## src/rtl/pattern_player.sv

```systemverilog
// LED pattern player: fetches one pattern word per step from a shared, arbitrated
// read port and shows it on the LEDs; pushbuttons select which sequence plays.
module pattern_player #(
    parameter int ADDR_W  = 10,
    parameter int DATA_W  = 10,
    parameter int SEQ_LEN = 64,
    parameter int NUM_SEQ = 16,
    parameter int MEM_LAT = 2
) (
    input  logic                       CLK_50,
    input  logic                       reset_n,
    input  logic                       step_tick,
    input  logic                       seq_up,
    input  logic                       seq_dn,
    input  logic                       run,
    output logic                       mem_req,
    input  logic                       mem_gnt,
    output logic [ADDR_W-1:0]          mem_addr,
    input  logic [DATA_W-1:0]          mem_rdata,
    output logic [DATA_W-1:0]          led,
    output logic [$clog2(NUM_SEQ)-1:0] seq_num,
    output logic [$clog2(SEQ_LEN)-1:0] step_num,
    output logic                       busy,
    output logic                       overrun,
    output logic [1:0]                 state_dbg
);

    localparam int SEQ_W = $clog2(NUM_SEQ);

    typedef enum logic [1:0] {
        S_IDLE = 2'd0,
        S_REQ  = 2'd1,
        S_WAIT = 2'd2,
        S_SHOW = 2'd3
    } state_t;

    state_t            state;
    state_t            state_nxt;
    logic [1:0]        wait_cnt;
    logic              pend_valid;
    logic              pend_up;
    logic              chg_now;
    logic              apply_chg;
    logic              apply_up;
    logic [SEQ_W-1:0]  seq_inc;
    logic [SEQ_W-1:0]  seq_dec;
    logic [ADDR_W-1:0] fetch_addr;

    // Handshake: mem_req stays high with a stable mem_addr until mem_gnt is seen
    // high on a rising edge; that edge is the address cycle and mem_req drops after it.
    // Read data is expected MEM_LAT edges after the address cycle.

    // Opposite buttons in the same cycle cancel; a live press overrides a pending one.
    assign chg_now    = seq_up ^ seq_dn;
    assign apply_chg  = (state == S_IDLE) && (chg_now || pend_valid);
    assign apply_up   = chg_now ? seq_up : pend_up;
    assign seq_inc    = (seq_num == SEQ_W'(NUM_SEQ - 1)) ? '0 : seq_num + SEQ_W'(1);
    assign seq_dec    = (seq_num == '0) ? SEQ_W'(NUM_SEQ - 1) : seq_num - SEQ_W'(1);
    assign fetch_addr = ADDR_W'(32'(seq_num) * 32'(SEQ_LEN) + 32'(step_num));

    assign mem_req   = (state == S_REQ);
    assign mem_addr  = mem_req ? fetch_addr : '0;
    assign busy      = (state != S_IDLE);
    assign state_dbg = state;

    always_ff @(posedge CLK_50 or negedge reset_n) begin
        if (!reset_n) begin
            state <= S_IDLE;
        end else begin
            state <= state_nxt;
        end
    end

    always_comb begin
        state_nxt = state;
        case (state)
            S_IDLE: if (apply_chg || (run && step_tick)) state_nxt = S_REQ;
            S_REQ:  if (mem_gnt) state_nxt = (MEM_LAT == 1) ? S_SHOW : S_WAIT;
            S_WAIT: if (wait_cnt == '0) state_nxt = S_SHOW;
            S_SHOW: state_nxt = S_IDLE;
            default: state_nxt = S_IDLE;
        endcase
    end

    always_ff @(posedge CLK_50 or negedge reset_n) begin
        if (!reset_n) begin
            wait_cnt   <= '0;
            led        <= '0;
            seq_num    <= '0;
            step_num   <= '0;
            overrun    <= 1'b0;
            pend_valid <= 1'b0;
            pend_up    <= 1'b0;
        end else begin
            // WAIT spans MEM_LAT-1 cycles, so the counter starts one below that.
            if (state == S_REQ && mem_gnt) begin
                wait_cnt <= 2'((MEM_LAT > 1) ? MEM_LAT - 2 : 0);
            end else if (state == S_WAIT) begin
                wait_cnt <= wait_cnt - 2'd1;
            end

            // SEQ_LEN is a power of two, so the step counter wraps on its own.
            if (state == S_SHOW) begin
                led      <= mem_rdata;
                step_num <= step_num + 1'b1;
            end

            if (apply_chg) begin
                seq_num    <= apply_up ? seq_inc : seq_dec;
                step_num   <= '0;
                pend_valid <= 1'b0;
            end else if (busy && chg_now) begin
                pend_valid <= 1'b1;
                pend_up    <= seq_up;
            end

            if (busy && run && step_tick) begin
                overrun <= 1'b1;
            end
        end
    end

endmodule

```

## config.mk

```make
export PLATFORM = sky130hd
export DESIGN_NAME = pattern_player
export DESIGN_NICKNAME = d
export VERILOG_FILES = /design/src/rtl/pattern_player.sv
export SDC_FILE = /design/constraint.sdc
export NUM_CORES = 1
export LEC_CHECK = 0
export ABC_AREA = 1
export CORE_ASPECT_RATIO = 1.2
export CORE_UTILIZATION = 48
export DETAILED_ROUTE_END_ITERATION = 10
export GPL_ROUTABILITY_DRIVEN = 1
export GPL_TIMING_DRIVEN = 0
export PLACE_DENSITY = 0.84
export SKIP_CTS_REPAIR_TIMING = 1
export SLEW_MARGIN = 5
export SYNTH_ARGS = -nofsm -noshare
export SYNTH_HDL_FRONTEND = slang
export SYNTH_SLANG_ARGS = --single-unit
```

## constraint.sdc

```tcl
create_clock -name CLK_50 -period 2.9 [get_ports CLK_50]
set_clock_uncertainty 0.15 [all_clocks]
set_input_delay 0.58 -clock CLK_50 [delete_from_list [all_inputs] [get_ports CLK_50]]
set_output_delay 0.58 -clock CLK_50 [all_outputs]
set_load 0.05 [all_outputs]
```

After elaboration in Yosys (flattened, before gate mapping)
Cells that the tools add are included.
{ "op_classes": {"n_addsub": 5, "eq_ne": 7, "muxes": 15, "bitwise": 2, "n_reduce_logical": 17} }
{ "ops": {"columns": ["operator", "n"], "rows": [
  ["$mux W4", 3],
  ["$mux W6", 2],
  ["$add A10 B6 Y10", 1],
  ["$mux W10", 1],
  ["$mux W2", 5],
  ["$pmux W2 S4", 1],
  ["$reduce_bool A2 Y1", 4],
  ["$add A6 B1 Y6 const B", 1],
  ["$logic_and A1 B1 Y1", 6],
  ["$add A4 B1 Y4 const B", 1],
  ["$eq A2 B2 Y1 const B", 2],
  ["$eq A4 B4 Y1 const B", 1],
  ["$logic_not A2 Y1", 2],
  ["$logic_not A4 Y1", 1],
  ["$ne A2 B1 Y1 const B", 2],
  ["$sub A4 B1 Y4 const B", 1],
  ["$mux W1", 3],
  ["$reduce_and A3 Y1", 1],
  ["$eq A2 B1 Y1 const B", 1],
  ["$logic_or A1 B1 Y1", 2],
  ["$ne A2 B2 Y1 const B", 1],
  ["$reduce_and A2 Y1", 1],
  ["$sub A2 B1 Y2 const B", 1],
  ["$not A1 Y1", 1],
  ["$xor A1 B1 Y1", 1]
]} }
{ "word_totals": {"ff_bits": 27, "input_bits": 17, "out_inout_bits": 35, "word_cells": 54} }

Longest topological paths before layout
Gate-level depths: netlist of the first run.
{ "depth": {"ltp_word": 6, "depth_mapped": 9, "ltp_nobuf": 9} }

Least setup slack after synthesis of the first run
No wires, ideal clock.
{ "synth_timing": {"kind": "register -> output", "start": "register state[0] (netlist: state_dbg[0])", "end": "output port mem_addr[6]", "arrival_ns": 1.991, "required_ns": 2.170, "path_slack_ns": 0.179, "path_stages_with_launch": 5, "path_buffers": 1, "path_cell_list": "dfrtp_1 -> ha_1 -> clkbuf_1 -> nand2_1 -> inv_1"} }
{ "synth_via": {"elab_chain_cells": 2} }
{ "synth_rtl": {"columns": ["item", "line_no", "text"], "rows": [
  ["start: declaration", "37", "state_t state;"],
  ["start signal: assignment", "70", "state <= state_nxt;"],
  ["$eq A2 B1 Y1", "61", "assign mem_req = (state == S_REQ);"],
  ["net mem_req", "16", "output logic mem_req,"],
  ["$mux W10", "62", "assign mem_addr = mem_req ? fetch_addr : '0;"],
  ["end: declaration", "18", "output logic [ADDR_W-1:0] mem_addr,"]
]} }
The timed path passes the listed nets, and every way through them passes these cells.

Final worst setup path of the first run
{ "layout_timing": {"start": "register state[0] (netlist: state_dbg[0])", "end": "output port busy"} }
{ "layout_via": {"elab_chain_cells": 1} }
{ "layout_rtl": {"columns": ["item", "line_no", "text"], "rows": [
  ["$reduce_bool A2 Y1", "63", "assign busy = (state != S_IDLE);"],
  ["end: declaration", "23", "output logic busy,"]
]} }
Every way passes these cells.

==> results of run 1 <==
-- cell families (layout without fill, tap and decap cells) --
| group | after synthesis | after routing | synth area share [%] |
|---|---|---|---|
| compound gates | 12 | 12 | 4.66 |
| xor+xnor | 3 | 3 | 1.75 |
| fa+ha+maj | 8 | 8 | 6.66 |
| buf+inv | 38 | 93 | 10.2 |
| flops | 27 | 27 | 45.0 |
| simple gates | 109 | 109 | 31.8 |
-- metal layers --
layer | wire length [µm] | vias to the layer above | GRT usage [%]
met1 | 1320 | 594 | 25.2
met3 | 126 | 2 | 3.62
met5 | 0 | - | 0
met4 | 25 | 0 | 4.93
li1 | - | 704 | -
met2 | 1530 | 33 | 36.2
-- flip-flops by register name (all words and copies together), names as in the netlist --
signal	flops
step_num	6
seq_num	4
pend_up	1
overrun	1
state_dbg	2
pend_valid	1
wait_cnt	2
led	10
-- power by group through the flow --
stage | Combinational, µW | Clock (µW) | Sequential [µW]
after floorplan | 750 | 0 | 1070
final | 1620 | 164 | 656
after detailed placement | 1630 | 0 | 662
after global placement | 1620 | 0 | 658
after global routing | 1780 | 182 | 678
after CTS | 1640 | 168 | 655
-- metrics by stage --
step | instances | util (%)
floorplan | 197 | -
global placement | 282 | 71.1
detailed placement | 282 | 71.1
CTS | 286 | 72.2
global route | 286 | 72.8
finish | 286 | 72.8
-- cell type report --
| type | count | share of cell area (%) |
|---|---|---|
| Buffer | 5 | 1.31 |
| Clock buffer | 3 | 1.07 |
| Clock inverter | 1 | 0.357 |
| Inverter | 33 | 6.00 |
| Multi-Input combinational cell | 132 | 32.0 |
| Sequential cell | 27 | 32.1 |
| Tap cell | 34 | 2.02 |
| Timing Repair Buffer | 51 | 25.1 |
-- cell usage in the layout (no fill, tap or decap), types with 2 or more instances in the layout --
cell type and count:
nand2_1 77, clkdlybuf4s50_1 41, inv_1 31, dfrtp_1 27
nand3_1 11, nor2_1 10, dlymetal6s2s_1 9, ha_1 8
a21oi_1 5, nand2_2 4, buf_2 3, o21ai_0 3
clkbuf_4 3, clkbuf_2 2, o22ai_1 2, xor2_1 2
nor3b_2 2
-- path summary, 6_finish.rpt --
| check | cells after the start | slack (ns) | to | from |
|---|---|---|---|---|
| max in group asynchronous | 1 | 1.21 | pend_up | reset_n |
| max | 4 | 0.13 | busy | state_dbg[0] |
| min in group asynchronous | 1 | 0.70 | led[2] | reset_n |
| max reg2reg | 8 | 1.35 | state_dbg[0] | state_dbg[1] |
| min reg2reg | 2 | 0.34 | led[2] | led[2] |
| min | 2 | 0.34 | led[2] | led[2] |
-- critical path, stage by stage, from the launching register on --
cell and delay (ns):
dfrtp_1 0.45, inv_1 0.08, ha_1 0.27, inv_2 0.12, clkdlybuf4s50_1 0.80
==> flow_summary.json, run 1 <==
{
  "grt_max_degree": 28,
  "clock_path_buffers": 2,
  "place_ws_ns": 0.0944,
  "cts_made_buffers": 3,
  "fin_area_um2": 2100,
  "tightest_slew_ns": 1.15,
  "wire_per_inst_um": 10.5,
  "num_rows": 21,
  "clk_latency_ns": 0.32,
  "die_h_um": 63.3,
  "critPathArrivalTime_ns": 2.04,
  "leakage_uw": 0.00128,
  "synth_edf_count": 0,
  "syn_to_final_growth_pct": 40.1,
  "final_net_count": 278,
  "start_kind": "flip-flop",
  "vias_per_cell": 4.66,
  "placed_area_um2": 2060,
  "yosysTopAreaCellShare_pct": 45.0,
  "io_buffers": 51,
  "grt_util_all_layers_pct": 20.5,
  "cp-end-kind": "output port",
  "dr.first_iter.drc_count": 35,
  "tritoncts": "yes",
  "finalMaxSlewViolations": 0,
  "syn_area_per_cell_um2": 7.63,
  "netlist_instances": 197,
  "setup_ws_ns": 0.130,
  "dr.pass1.iters": 4,
  "fin_crit_sh_pct": 95.5,
  "clock-root-buffer": "clkbuf_4",
  "synth_commonest_cells": "77 x nand2_1, 31 x inv_1, 27 x dfrtp_1",
  "drive_above_1_share_pct": 9.52,
  "vdd_ir_drop_max_v": 0.000910,
  "yosysWarnings": 0,
  "routed_wl_um": 3000,
  "crit_type": "flip-flop to output port",
  "path_clk_slew_ns": 0.15,
  "place.gp.congestion": 0.815,
  "crit_fanout": 5,
  "initial_utilization_pct": 52.0,
  "clock_sinks": 27,
  "ys_types": 25,
  "min_path_type": "flip-flop to flip-flop",
  "multi_input_area_um2": 674,
  "status": "finished clean",
  "p_switching_uw": 1320,
  "synth.cell_area_um2": 1500,
  "ff_latch_area_um2": 676,
  "grt_pass1_vias": 1250,
  "ant_nets": 0,
  "timing.hold.ws_ns": 0.337,
  "synth_ff_type": "dfrtp_1",
  "core_um2": 2890,
  "finalPower_uw": 2440,
  "synth_largest_area_cell": "dfrtp_1",
  "hold_violations": 0,
  "diodes": 0,
  "p_seq_share_pct": 26.8,
  "rsz0062_at_grt": "no",
  "die_area_um2": 3360,
  "p_sw_share_pct": 54.0,
  "setup_tns_ns": 0,
  "fillers": 242,
  "max_slew_margin_pct": 22.8,
  "drv_cap": 0,
  "h-tree-depth": 1,
  "dp_hpwl_um": 2290,
  "vias": 1333,
  "cellPowerDensity_nw_per_um2": 1160,
  "timing.fmax_mhz": 361,
  "critPathRequiredTime_ns": 2.17,
  "die_w_um": 53.1,
  "p_clk_share_pct": 6.7,
  "antenna_found_initial": 0,
  "power_frac_comb_pct": 66.5,
  "boundaryPins": 52,
  "yosysMostFrequentCell": "nand2_1",
  "ys_seq_elements": 27,
  "grt_pass1_wl_um": 5180,
  "async_reset_ff_share_pct": 100,
  "intPower_uw": 1120,
  "grt-ovfl-total": 0,
  "synth_area_leaders": "dfrtp_1 45%, nand2_1 19%, inv_1 7.7%",
  "drc": 0,
  "finalCriticalPeriod_ns": 2.77,
  "syn-num-nets": 222,
  "ys_seq_area_share_pct": 45.0,
  "setup_viol": 0
}
(Power assumes the default switching activity.)
==> run 2, diff against run 1 <==
GPL_ROUTABILITY_DRIVEN = default   (was 1)
SETUP_SLACK_MARGIN = 0.5   (was default)
==> flow_summary.json, run 2 (same netlist as run 1, synthesis figures left out) <==
{
  "grt_pass1_wl_um": 5130,
  "cellPowerDensity_nw_per_um2": 1170,
  "vias_per_cell": 4.79,
  "vdd_ir_drop_max_v": 0.000970,
  "crit_chain": "inv_1 -> ha_4 -> buf_4 -> nand2_1 -> clkinvlp_4 -> clkbuf_2",
  "status": "finished clean",
  "largest_register_ffs": 10,
  "max_slew_margin_pct": 61.4,
  "setup_ws_ns": 0.522,
  "crit_start": "state_dbg[1]",
  "grt_max_degree": 28,
  "crit_type": "flip-flop to output port",
  "start_kind": "flip-flop",
  "r2r-end": "state_dbg[1]",
  "h-tree-depth": 1,
  "routed_wl_um": 2930,
  "boundaryPins": 52,
  "crit_fanout": 10,
  "die_h_um": 63.3,
  "io_buffers": 51,
  "largestRegisters": "led (10), step_num (6), seq_num (4)",
  "finalMaxSlewViolations": 0,
  "final_common_cell": "nand2_1",
  "critical_path_buf_inv_count": 4,
  "wire_per_inst_um": 10.2,
  "drv_cap": 0,
  "drive_above_1_share_pct": 19.4,
  "antenna_found_initial": 0,
  "critPathCapture": "mem_addr[1]",
  "critPathRequiredTime_ns": 2.17,
  "place_ws_ns": 0.0160,
  "final_util_pct": 73.8,
  "cts_made_buffers": 3,
  "grt_pass1_vias": 1247,
  "r2r_slack_ns": 1.29,
  "finalCriticalPeriod_ns": 2.38,
  "grt_util_all_layers_pct": 20.5,
  "initial_utilization_pct": 52.0,
  "finalPower_uw": 2490,
  "clock_sinks": 27,
  "timing.hold.ws_ns": 0.0814,
  "ant_nets": 0,
  "die_w_um": 53.1,
  "syn_to_final_growth_pct": 42.0,
  "dp_hpwl_um": 2220,
  "final_net_count": 279,
  "dr.first_iter.drc_count": 32,
  "num_rows": 21,
  "timing.fmax_mhz": 420,
  "min_path_type": "input pin to asynchronous set/reset pin",
  "diodes": 0,
  "hold_violations": 0,
  "fin_area_um2": 2130,
  "final_cell_mix": "77 x nand2_1, 34 x clkdlybuf4s50_1, 25 x dfrtp_1",
  "place.gp.congestion": 0.876,
  "path_clk_slew_ns": 0.14,
  "vias": 1375,
  "reg2reg_from": "state_dbg[1]",
  "dr.pass1.iters": 4,
  "worst_path_dominant_cell_family": "buffers and inverters",
  "rsz0062_at_grt": "yes",
  "fin_crit_sh_pct": 82.0,
  "clock_path_buffers": 2,
  "critPathSlowestCell": "dfrtp_2",
  "drc": 0,
  "die_area_um2": 3360,
  "tritoncts": "yes",
  "cp-end-kind": "output port",
  "clk_latency_ns": 0.32,
  "cpPeakStageDelay_ns": 0.46,
  "top_register": "led",
  "clock-root-buffer": "clkbuf_4",
  "tightest_slew_ns": 0.579,
  "grt-ovfl-total": 0,
  "leakage_uw": 0.00111,
  "core_um2": 2890,
  "ff2ff_path_depth": 7,
  "placed_area_um2": 2110,
  "critPathArrivalTime_ns": 1.65,
  "setup_viol": 0,
  "path_depth": 6
}
## run 2: cell type report
cell class | count | area [µm²]
plain buffers | 5 | 30.0
clock buffers | 3 | 22.5
clock inverters | 1 | 5.00
well taps | 34 | 42.5
flip-flops and latches | 27 | 678
multi-input cells | 132 | 687
repair buffers | 52 | 504
inverters | 33 | 164
fillers | 229 | 757
## run 2: power breakdown
group          switching, µW  leakage (µW)  total, µW  internal, µW
combinational           1120      0.000760       1680           557
clock                    106     0.0000177        157          51.6
sequential               123      0.000333        657           534
total                   1350       0.00111       2490          1140
## run 2: worst min path at each step
stage	start	end	slack (ns)	cells past startpoint
floorplan	reset_n	led[0]	0.13	0
global placement	led[1]	led[1]	0.30	2
detailed placement	led[9]	led[9]	0.31	2
CTS	led[9]	led[9]	0.34	2
global route	reset_n	led[0]	0.12	1
finish	reset_n	led[0]	0.08	1
## run 2: worst register-to-register path: cells and delay by family (launching register included)
kind                       cells  cell delay [ns]
AOI/OAI and AO/OA              1             0.13
and+or+nand+nor                3             0.28
buffers and inverters          2             0.22
adders and majority gates      1             0.29
DFF                            1             0.46
## run 2: routing by layer
metal | vias up | GRT usage, % | part of all wire (%)
met5 | - | 0 | 0
met1 | 631 | 25.8 | 46
met3 | 2 | 2.90 | 2.7
met4 | 0 | 6.91 | 0.58
li1 | 716 | - | -
met2 | 26 | 34.8 | 51
## run 2: through the flow
step                      instances  TNS [ns]
after floorplan                 197         0
after global placement          282         0
after detailed placement        282         0
after CTS                       286     -3.65
after global routing            287         0
final                           287         0
==> run 3, diff against run 2 <==
CORE_UTILIZATION = 45   (was 48)
PLACE_DENSITY = 0.8   (was 0.84)
clock period = 2.5 ns   (was 2.9 ns; I/O delays follow)
==> flow_summary.json, run 3 (same netlist as run 1, synthesis figures left out) <==
{
  "fin_crit_sh_pct": 88.2,
  "ff_latch_area_um2": 678,
  "leakage_uw": 0.00143,
  "top_register": "led",
  "grt_util_all_layers_pct": 18.4,
  "critPathRequiredTime_ns": 1.85,
  "h-tree-depth": 1,
  "r2r_slack_ns": 0.90,
  "max_slew_margin_pct": 59.9,
  "cellPowerDensity_nw_per_um2": 1320,
  "clock_sinks": 27,
  "routed_wl_um": 3140,
  "critPathArrivalTime_ns": 1.55,
  "die_w_um": 54.8,
  "finalCriticalPeriod_ns": 2.20,
  "syn_to_final_growth_pct": 56.0,
  "top_layer_used": "met4",
  "tritoncts": "yes",
  "finalMaxSlewViolations": 0,
  "rsz0062_at_grt": "yes",
  "crit_type": "flip-flop to output port",
  "final_net_count": 285,
  "wire_per_inst_um": 10.6,
  "tightest_slew_ns": 0.601,
  "vias_per_cell": 4.78,
  "dr_wl_met3_um": 104,
  "diodes": 0,
  "grt-ovfl-total": 0,
  "wl_met2_um": 1640,
  "start_kind": "flip-flop",
  "die_h_um": 65.3,
  "final_cell_mix": "70 x nand2_1, 25 x dfrtp_1, 22 x dlymetal6s2s_1",
  "drc": 0,
  "grt_pass1_vias": 1158,
  "grt_max_degree": 28,
  "final_common_cell": "nand2_1",
  "grt_pass1_wl_um": 4780,
  "initial_utilization_pct": 48.3,
  "ff2ff_path_depth": 9,
  "setup_viol": 0,
  "antenna_found_initial": 0,
  "critPathSlowestCell": "dfrtp_2",
  "cts_made_buffers": 3,
  "min_path_type": "input pin to asynchronous set/reset pin",
  "crit_fanout": 10,
  "dp_hpwl_um": 2210,
  "dr.pass1.iters": 4,
  "largestRegisters": "led (10), step_num (6), seq_num (4)",
  "status": "finished clean",
  "path_clk_slew_ns": 0.14,
  "place.gp.congestion": 0.872,
  "vdd_ir_drop_max_v": 0.000920,
  "cpPeakStageDelay_ns": 0.49,
  "hold_violations": 0,
  "dr.first_iter.drc_count": 35,
  "fillers": 234,
  "reg2reg_from": "state_dbg[0]",
  "place_ws_ns": 0.0742,
  "wl_met1_um": 1370,
  "io_buffers": 51,
  "multi_input_area_um2": 742,
  "drive_above_1_share_pct": 25.9,
  "dp_cells": 284,
  "setup_ws_ns": 0.296,
  "drv_cap": 0,
  "cp-end-kind": "output port",
  "clock_path_buffers": 2,
  "boundaryPins": 52,
  "fin_cells": 295,
  "core_um2": 3110,
  "largest_register_ffs": 10,
  "ant_nets": 0,
  "vias": 1410,
  "die_area_um2": 3580,
  "clk_latency_ns": 0.31,
  "num_rows": 22,
  "clock-root-buffer": "clkbuf_4",
  "timing.fmax_mhz": 454,
  "r2r-end": "state_dbg[1]",
  "crit_chain": "ha_4 -> buf_12 -> buf_4 -> nand2_4 -> clkinvlp_4 -> buf_8"
}
[run 3: cell count changes in the layout (fill, tap and decap cells not counted)]
cell | previous run | this run
ha_1 | 7 | 6
ha_4 | 1 | 2
nand2_4 | 1 | 6
inv_1 | 21 | 19
nand2_1 | 77 | 70
dlymetal6s2s_1 | 5 | 22
buf_8 | 0 | 7
buf_4 | 9 | 8
inv_4 | 1 | 2
clkdlybuf4s50_1 | 34 | 15
buf_6 | 3 | 4
buf_12 | 0 | 1
nand2_2 | 4 | 6
inv_2 | 1 | 2
[run 3: area by class of cell]
cell class	instances	share of cell area, %
plain buffers	5	1.81
clock buffers	3	0.961
clock inverters	1	0.213
inverters	33	7.10
multi-input cells	132	31.6
flip-flops and latches	27	28.9
well taps	36	1.92
repair buffers	58	27.4
[run 3: report_power, final]
group | leakage, µW | switching, µW | internal, µW | total, µW
logic | 0.00108 | 1360 | 773 | 2140
clock network | 0.0000177 | 123 | 59.7 | 183
registers | 0.000333 | 148 | 619 | 767
total | 0.00143 | 1630 | 1450 | 3080
[run 3: how the worst max path moves through the flow]
stage,start,endpoint,slack (ns),depth (start not counted)
finish,state_dbg[0],mem_addr[4],0.30,6
global route,state_dbg[1],mem_addr[2],0.20,6
CTS,state_dbg[1],mem_addr[9],-0.31,6
detailed placement,state_dbg[1],mem_addr[9],0.07,6
global placement,state_dbg[1],mem_addr[6],0.08,6
floorplan,state_dbg[1],mem_addr[6],0.47,5
[run 3: through the flow]
stage | cell area, µm² | hold slack (ns) | utilization (%) | TNS [ns] | total power (µW)
after floorplan | 1570 | 0.0544 | - | 0 | 2170
final | 2340 | 0.0190 | 75.4 | 0 | 3080
after global placement | 2120 | 0.303 | 68.2 | 0 | 2690
after detailed placement | 2120 | 0.308 | 68.2 | 0 | 2730
after global routing | 2340 | 0.0417 | 75.4 | 0 | 3310
after CTS | 2150 | 0.343 | 69.1 | -3.20 | 2920
[run 3: layer usage]
metal | vias to the layer above | global-route usage, %
li1 | 723 | -
met3 | 2 | 3.01
met2 | 32 | 30.0
met1 | 653 | 22.9
met5 | - | 0
met4 | 0 | 8.33
[run 3: worst max-delay path: cells and delay by family, from the launching register on]
family | cells | cell delay (ns)
buffers and inverters | 4 | 0.51
flip-flops | 1 | 0.49
adder cells (fa/ha/maj) | 1 | 0.19
AND/OR/NAND/NOR | 1 | 0.07
